**src/rtl/motion_update_broadcaster.sv**
```systemverilog
// -----------------------------------------------------------------------------
// motion_update_broadcaster
//
// Transmitting end of the motion-update broadcast bus. Sweeps every cell of the
// grid in x, y, z order (z fastest), reads the particle count at address 0 of
// the cell's active cache buffer, then reads each particle record and
// broadcasts it together with the cell it now belongs to. The receiving caches
// capture particles while out_motion_update_enable is high and commit their
// counts / flip buffers when it falls; out_done pulses once they have had time
// to do so.
//
// Ports
//   clk                       system clock
//   rst                       asynchronous, active-high reset
//   start                     one-cycle sweep request, honoured only in IDLE
//   in_particle_info          cache read data, valid one cycle after out_rden
//   out_read_cell_id          cache select {x, y, z} for the readout mux
//   out_read_address          cache read address (0 = particle count)
//   out_rden                  cache read enable
//   out_motion_update_enable  high for the whole sweep
//   out_data                  broadcast particle record {posz, posy, posx}
//   out_data_dst_cell         destination cell {x, y, z}
//   out_data_valid            broadcast qualifier
//   out_done                  one-cycle pulse when the sweep is complete
// -----------------------------------------------------------------------------
module motion_update_broadcaster #(
  parameter int DATA_WIDTH    = 96,
  parameter int POS_WIDTH     = 32,
  parameter int FRAC_WIDTH    = 28,
  parameter int ADDR_WIDTH    = 8,
  parameter int PARTICLE_NUM  = 220,
  parameter int CELL_ID_WIDTH = 4,
  parameter int CELL_MAX_X    = 3,
  parameter int CELL_MAX_Y    = 3,
  parameter int CELL_MAX_Z    = 3
) (
  input  logic                       clk,
  input  logic                       rst,
  input  logic                       start,
  input  logic [DATA_WIDTH-1:0]      in_particle_info,
  output logic [3*CELL_ID_WIDTH-1:0] out_read_cell_id,
  output logic [ADDR_WIDTH-1:0]      out_read_address,
  output logic                       out_rden,
  output logic                       out_motion_update_enable,
  output logic [DATA_WIDTH-1:0]      out_data,
  output logic [3*CELL_ID_WIDTH-1:0] out_data_dst_cell,
  output logic                       out_data_valid,
  output logic                       out_done
);

  typedef enum logic [2:0] {
    IDLE,
    RD_NUM,
    WAIT_NUM,
    RD_PART,
    NEXT_CELL,
    DRAIN
  } state_e;

  localparam logic [CELL_ID_WIDTH-1:0] MAX_X    = CELL_ID_WIDTH'(CELL_MAX_X);
  localparam logic [CELL_ID_WIDTH-1:0] MAX_Y    = CELL_ID_WIDTH'(CELL_MAX_Y);
  localparam logic [CELL_ID_WIDTH-1:0] MAX_Z    = CELL_ID_WIDTH'(CELL_MAX_Z);
  localparam logic [CELL_ID_WIDTH-1:0] CELL_ONE = CELL_ID_WIDTH'(1);
  localparam logic [ADDR_WIDTH-1:0]    COUNT_MAX = ADDR_WIDTH'(PARTICLE_NUM);
  localparam logic [ADDR_WIDTH-1:0]    ADDR_ONE  = ADDR_WIDTH'(1);
  // Enable stays low for three cycles before done: the counter walks 0,1,2
  // and done is registered out of the last step.
  localparam logic [1:0]               DRAIN_LAST = 2'd2;

  // Periodic-boundary mapping of one position component to a cell coordinate.
  function automatic logic [CELL_ID_WIDTH-1:0] dst_axis(
    input logic [POS_WIDTH-1:0]     pos,
    input logic [CELL_ID_WIDTH-1:0] cell_max
  );
    logic [CELL_ID_WIDTH-1:0] idx;
    idx = CELL_ID_WIDTH'(pos >> FRAC_WIDTH);
    if (idx == '0) begin
      dst_axis = cell_max;
    end else if (idx > cell_max) begin
      dst_axis = CELL_ONE;
    end else begin
      dst_axis = idx;
    end
  endfunction

  // ---------------------------------------------------------------------------
  // State
  // ---------------------------------------------------------------------------
  state_e                     state_q, state_d;
  logic [CELL_ID_WIDTH-1:0]   cell_x_q, cell_x_d;
  logic [CELL_ID_WIDTH-1:0]   cell_y_q, cell_y_d;
  logic [CELL_ID_WIDTH-1:0]   cell_z_q, cell_z_d;
  logic [ADDR_WIDTH-1:0]      count_q, count_d;
  logic [ADDR_WIDTH-1:0]      k_q, k_d;
  logic                       enable_q, enable_d;
  logic [1:0]                 drain_cnt_q, drain_cnt_d;
  logic                       done_q, done_d;

  // Broadcast pipeline: rd_pend_q marks that the data arriving this cycle
  // belongs to a particle read (not a count read).
  logic                       rd_pend_q, rd_pend_d;
  logic                       valid_q, valid_d;
  logic [DATA_WIDTH-1:0]      data_q, data_d;
  logic [3*CELL_ID_WIDTH-1:0] dst_q, dst_d;

  // Combinational read-port outputs
  logic [3*CELL_ID_WIDTH-1:0] read_cell_id;
  logic [ADDR_WIDTH-1:0]      read_address;
  logic                       rden;

  // ---------------------------------------------------------------------------
  // Read-data decode
  // ---------------------------------------------------------------------------
  logic [POS_WIDTH-1:0]  pos_x, pos_y, pos_z;
  logic [ADDR_WIDTH-1:0] raw_count, clamped_count;
  logic                  last_cell;
  logic                  pipe_empty;

  assign pos_x = in_particle_info[POS_WIDTH-1:0];
  assign pos_y = in_particle_info[2*POS_WIDTH-1:POS_WIDTH];
  assign pos_z = in_particle_info[3*POS_WIDTH-1:2*POS_WIDTH];

  assign raw_count     = in_particle_info[ADDR_WIDTH-1:0];
  assign clamped_count = (raw_count > COUNT_MAX) ? COUNT_MAX : raw_count;

  assign last_cell  = (cell_x_q == MAX_X) && (cell_y_q == MAX_Y) && (cell_z_q == MAX_Z);
  assign pipe_empty = !rd_pend_q && !valid_q;

  // ---------------------------------------------------------------------------
  // Next-state and output logic
  // ---------------------------------------------------------------------------
  always_comb begin
    // NOTE: every signal driven here gets a default first, so no branch of the
    // case can leave one unassigned and infer a latch.
    state_d      = state_q;
    cell_x_d     = cell_x_q;
    cell_y_d     = cell_y_q;
    cell_z_d     = cell_z_q;
    count_d      = count_q;
    k_d          = k_q;
    enable_d     = enable_q;
    drain_cnt_d  = drain_cnt_q;
    done_d       = 1'b0;
    rd_pend_d    = 1'b0;
    read_cell_id = '0;
    read_address = '0;
    rden         = 1'b0;

    // Second pipeline stage: register the returned record and its destination.
    // The bus is forced to zero whenever it carries no particle.
    valid_d = rd_pend_q;
    data_d  = rd_pend_q ? in_particle_info : '0;
    dst_d   = rd_pend_q ? {dst_axis(pos_x, MAX_X),
                           dst_axis(pos_y, MAX_Y),
                           dst_axis(pos_z, MAX_Z)} : '0;

    case (state_q)
      IDLE: begin
        // A start that coincides with the done pulse belongs to the sweep that
        // is just ending and is dropped.
        if (start && !done_q) begin
          enable_d = 1'b1;
          cell_x_d = CELL_ONE;
          cell_y_d = CELL_ONE;
          cell_z_d = CELL_ONE;
          state_d  = RD_NUM;
        end
      end

      RD_NUM: begin
        read_cell_id = {cell_x_q, cell_y_q, cell_z_q};
        read_address = '0;
        rden         = 1'b1;
        state_d      = WAIT_NUM;
      end

      WAIT_NUM: begin
        read_cell_id = {cell_x_q, cell_y_q, cell_z_q};
        count_d      = clamped_count;
        k_d          = ADDR_ONE;
        state_d      = (clamped_count == '0) ? NEXT_CELL : RD_PART;
      end

      RD_PART: begin
        read_cell_id = {cell_x_q, cell_y_q, cell_z_q};
        read_address = k_q;
        rden         = 1'b1;
        rd_pend_d    = 1'b1;
        if (k_q == count_q) begin
          state_d = NEXT_CELL;
        end else begin
          k_d = k_q + ADDR_ONE;
        end
      end

      NEXT_CELL: begin
        // z fastest, then y, then x; every coordinate wraps back to 1.
        if (cell_z_q == MAX_Z) begin
          cell_z_d = CELL_ONE;
          if (cell_y_q == MAX_Y) begin
            cell_y_d = CELL_ONE;
            cell_x_d = (cell_x_q == MAX_X) ? CELL_ONE : cell_x_q + CELL_ONE;
          end else begin
            cell_y_d = cell_y_q + CELL_ONE;
          end
        end else begin
          cell_z_d = cell_z_q + CELL_ONE;
        end
        drain_cnt_d = '0;
        state_d     = last_cell ? DRAIN : RD_NUM;
      end

      DRAIN: begin
        if (enable_q) begin
          // Hold enable until the last particle has left the bus, so the
          // caches see enable fall only after their final capture.
          if (pipe_empty) begin
            enable_d = 1'b0;
          end
        end else if (drain_cnt_q == DRAIN_LAST) begin
          done_d  = 1'b1;
          state_d = IDLE;
        end else begin
          drain_cnt_d = drain_cnt_q + 2'd1;
        end
      end

      default: begin
        state_d = IDLE;
      end
    endcase
  end

  // ---------------------------------------------------------------------------
  // Registers
  // ---------------------------------------------------------------------------
  always_ff @(posedge clk or posedge rst) begin
    if (rst) begin
      state_q     <= IDLE;
      cell_x_q    <= CELL_ONE;
      cell_y_q    <= CELL_ONE;
      cell_z_q    <= CELL_ONE;
      count_q     <= '0;
      k_q         <= '0;
      enable_q    <= 1'b0;
      drain_cnt_q <= '0;
      done_q      <= 1'b0;
      rd_pend_q   <= 1'b0;
      valid_q     <= 1'b0;
      data_q      <= '0;
      dst_q       <= '0;
    end else begin
      // NOTE: non-blocking assignments, so every register samples the values
      // from before this edge regardless of statement order.
      state_q     <= state_d;
      cell_x_q    <= cell_x_d;
      cell_y_q    <= cell_y_d;
      cell_z_q    <= cell_z_d;
      count_q     <= count_d;
      k_q         <= k_d;
      enable_q    <= enable_d;
      drain_cnt_q <= drain_cnt_d;
      done_q      <= done_d;
      rd_pend_q   <= rd_pend_d;
      valid_q     <= valid_d;
      data_q      <= data_d;
      dst_q       <= dst_d;
    end
  end

  // ---------------------------------------------------------------------------
  // Outputs
  // ---------------------------------------------------------------------------
  assign out_read_cell_id         = read_cell_id;
  assign out_read_address         = read_address;
  assign out_rden                 = rden;
  assign out_motion_update_enable = enable_q;
  assign out_data                 = data_q;
  assign out_data_dst_cell        = dst_q;
  assign out_data_valid           = valid_q;
  assign out_done                 = done_q;

endmodule

```
**config.mk**
```make
export PLATFORM = sky130hd
export DESIGN_NAME = motion_update_broadcaster
export DESIGN_NICKNAME = d
export VERILOG_FILES = /design/src/rtl/motion_update_broadcaster.sv
export SDC_FILE = /design/constraint.sdc
export NUM_CORES = 1
export LEC_CHECK = 0
export ABC_AREA = 0
export BUFFER_PORTS_ARGS = -buffer_cell sky130_fd_sc_hd__buf_2
export CAP_MARGIN = 20
export CORE_UTILIZATION = 48
export CTS_CLUSTER_SIZE = 40
export DETAILED_ROUTE_END_ITERATION = 16
export PLACE_DENSITY = 0.85
export SYNTH_ARGS = -nofsm -noshare
export SYNTH_HDL_FRONTEND = slang
export SYNTH_SLANG_ARGS = --single-unit
```
**constraint.sdc**
```tcl
create_clock -name clk -period 5.4 [get_ports clk]
set_input_delay 0.27 -clock clk [delete_from_list [all_inputs] [get_ports clk]]
set_output_delay 0.27 -clock clk [all_outputs]
set_load 0.02 [all_outputs]
```
==> summary.md <==
| Metric | Value |
|---|---|
| Status | completed |
| Fin. Hold Viols | 0 |
| Reg2Reg Capture Point | cell_x_q[2] |
| Commonest non-fill, non-tap cells in the layout | buf_2 (230), dfrtp_1 (141), and2_1 (115) |
| Synthesized area | 5560 sq um |
| Commonest non-fill, non-tap cell in the layout | buf_2 |
| Seq/Total Area, Yosys | 65.4% |
| Adder-cell share of the synthesized area | 1.13% |
| Syn_area_per_cell | 12.4 sq um |
| EDFF count, synth | 0 |
| Hold WC Path Type | in2reg |
| Post-cts repair resize count | 0 |
| Simple-gate share of the synthesized area | 20.9% |
| Clock root buffer | clkbuf_16 |
| DIE HEIGHT | 110 um |
| Synth warn | 0 |
| Crit Path Max Fanout | 7 |
| Placed insts | 807 |
| Worst r2r src | cell_y_q[0] |
| Synth Register Bits | 145 |
| Vias | 4168 |
| Max Fclk | 0.436 GHz |
| Gr ovfl total | 0 |
| Critical Path Start Type | flop |
| Ys flop type | dfrtp_1 |
| Fin cells | 840 |
| Synth cell types | 52 |
| VDD IR-drop max | 0.000368 V |
| Period minus WS final | 2.29 ns |
| Slew HR | 37.2% |
| Synth top area share | 63.9% |
| Drt pass-1 iters | 4 |
| # DRC | 0 |
| # hold bufs at CTS | 1 |
| Clock skew | 0.00740 ns |
| DR iter-0 viols | 226 |
| Wire per inst | 15.4 um |
| Hold path startpoint | in_particle_info[94] |
| TritonCTS clock tree | built |
| Slew Viols, Final | 0 |
| Hold endpoint | out_data_dst_cell[1] |
| Multi-input gate area | 1830 sq um |
| Setup CP Type | reg2reg |
| Final period utilization | 42.4% |
| Area fraction in compound gates after synthesis | 7.50% |
| Die area | 12000 sq um |
| H-tree Lvls | 4 |
| Setup TNS | 0 ns |
| R2R depth | 5 |
| Cell count after synthesis | 449 |
| Finished Core Util | 68.0% |
| Max-cap violations | 0 |
| Initial antenna violation count | 0 |
| Initial Utilization | 50.2% |
| Die Width | 110 um |
| Boundary Pins | 231 |
| Power Density | 519 nW/um^2 |
| Final Instance Area | 7530 sq um |
| Slew @ Worst Pin | 0.943 ns |
| Share of layout cells above drive strength 1 | 39.1% |
| Ant. Diodes | 0 |
| Antenna-violating nets left | 0 |
| Post-CTS setup buffer count | 0 |
| Total CTS buffers | 17 |
| Asr flop ratio synth | 100% |
| Placed cell area | 6840 sq um |
| RD Place Congestion | 0.811 |
| Worst Path Required | 5.74 ns |
| RSZ-0062 raised after global routing | no |
| Worst Hold Slack | 0.0441 ns |
| Vias in the first global route | 4352 |
| Multiplexer share of the synthesized area | 1.62% |
| Clk pin slew, worst setup/hold paths | 0.06 ns |
| Num rows | 38 |
| Worst setup EP type | flop |
| Global Route Usage Sum | 22.8% |
| Fillers | 842 |
| Hold path cells | 2 |
| First-pass GRT wire length | 20.4 mm |
| Nets@finish | 791 |
| CTS max path bufs | 2 |
| CP arrival | 2.63 ns |
| Area growth from synthesis to layout | 35.5% |
| Largest net degree at the start of global routing | 79 |
| Static leakage | 4.09 nW |
| Reg area | 3630 sq um |
| Clock latency on the worst-skew pair | 0.41 ns |
| Endpoints failing setup | 0 |
| Total routed wirelength | 12.9 mm |
| Num Clock Sinks | 145 |
| Reg2Reg Setup Slack | 3.11 ns |
| Post-synth top area cell | dfrtp_1 |
| Synth top area cells | dfrtp_1 (64%), and2_1 (13%), o21ai_0 (1.9%) |
| Via density | 4.96 |
| DP Wirelength | 9.39 mm |
| Port buffer count | 230 |
| Synth Area in XOR/XNOR | 1.42% |
| Core Region | 11100 sq um |
| Largest family of logic cells by synthesized area | simple AND/OR/NAND/NOR gates |
[worst max path at each step]
stage | endpoint | slack (ns) | start
2_1_floorplan | cell_x_q[1] | 1.24 | rst
3_3_place_gp | cell_x_q[2] | 3.31 | cell_y_q[0]
3_5_place_dp | cell_x_q[2] | 3.14 | cell_z_q[0]
4_1_cts | out_read_cell_id[0] | 3.08 | state_q[1]
5_1_grt | out_read_cell_id[7] | 2.96 | state_q[1]
6_report | cell_x_q[2] | 3.11 | cell_y_q[0]
[registers in the layout, summed over array words and instances, names as in the netlist]
| signal | flops |
|---|---|
| state_q | 3 |
| drain_cnt_q | 2 |
| out_done | 1 |
| out_motion_update_enable | 1 |
| k_q | 8 |
| count_q | 8 |
| cell_z_q | 4 |
| rd_pend_q | 1 |
| cell_y_q | 4 |
| out_data | 96 |
| out_data_valid | 1 |
| out_data_dst_cell | 12 |
| cell_x_q | 4 |
[per-layer routing]
metal | up-vias | GRT usage, % | share of wire, % | wire [um]
li1 | 1974 | - | - | -
met1 | 1989 | 24.9 | 39 | 5000
met2 | 177 | 39.2 | 51 | 6530
met3 | 28 | 7.71 | 7.8 | 1010
met4 | 0 | 12.5 | 3.0 | 385
met5 | - | 0 | 0 | 0
[cells in the mapped netlist, drive strengths merged (2+ instances only)]
| master | instances |
|---|---|
| a2111oi | 3 |
| a21boi | 2 |
| a21oi | 2 |
| a22o | 5 |
| a31oi | 2 |
| and2 | 115 |
| and3 | 2 |
| buf | 3 |
| clkbuf | 16 |
| dfrtp | 142 |
| dfstp | 3 |
| ha | 5 |
| inv | 9 |
| mux2i | 9 |
| nand2 | 24 |
| nand2b | 6 |
| nand3 | 5 |
| nand4 | 5 |
| nor2 | 10 |
| nor2b | 5 |
| nor3b | 7 |
| o2111ai | 2 |
| o211ai | 4 |
| o21a | 2 |
| o21ai | 22 |
| o21bai | 2 |
| o22a | 3 |
| o41a | 3 |
| or2 | 2 |
| or4 | 3 |
| or4b | 2 |
| xnor2 | 9 |
[power by group]
group / switching, mW / total (mW) / internal [mW]
combinational: 0.654 / 1.07 / 0.413
sequential: 0.195 / 1.53 / 1.33
clock: 0.440 / 1.31 / 0.873
[critical path, cell delays in order, from the launching register on]
cell and delay (ns):
dfstp_2 0.56, ha_1 0.19, nor3b_1 0.58, o21ai_0 0.21, or4b_1 0.50, a21oi_1 0.17
[metrics by stage]
step / total power [mW] / worst slack (ns)
6_report: 3.91 / 3.11
3_3_place_gp: 2.57 / 3.31
2_1_floorplan: 2.24 / 1.24
4_1_cts: 3.94 / 3.08
5_1_grt: 4.11 / 2.96
3_5_place_dp: 2.62 / 3.14
[kinds of logic after synthesis]
group | count (synthesis)
adders and majority gates | 5
DFF | 145
muxes | 9
other | 1
xor gates and xnor gates | 9
buffers and inverters | 28
AOI/OAI and AO/OA | 59
and+or+nand+nor | 193
[layout make-up]
cell class | count | share of cell area (%)
Sequential cell | 145 | 48.2
Clock inverter | 11 | 2.61
Clock buffer | 21 | 6.38
Inverter | 9 | 0.515
Timing Repair Buffer | 233 | 15.6
Multi-Input combinational cell | 281 | 24.3
Tap cell | 140 | 2.33
No activity file was read; power rests on OpenSTA's default activity.
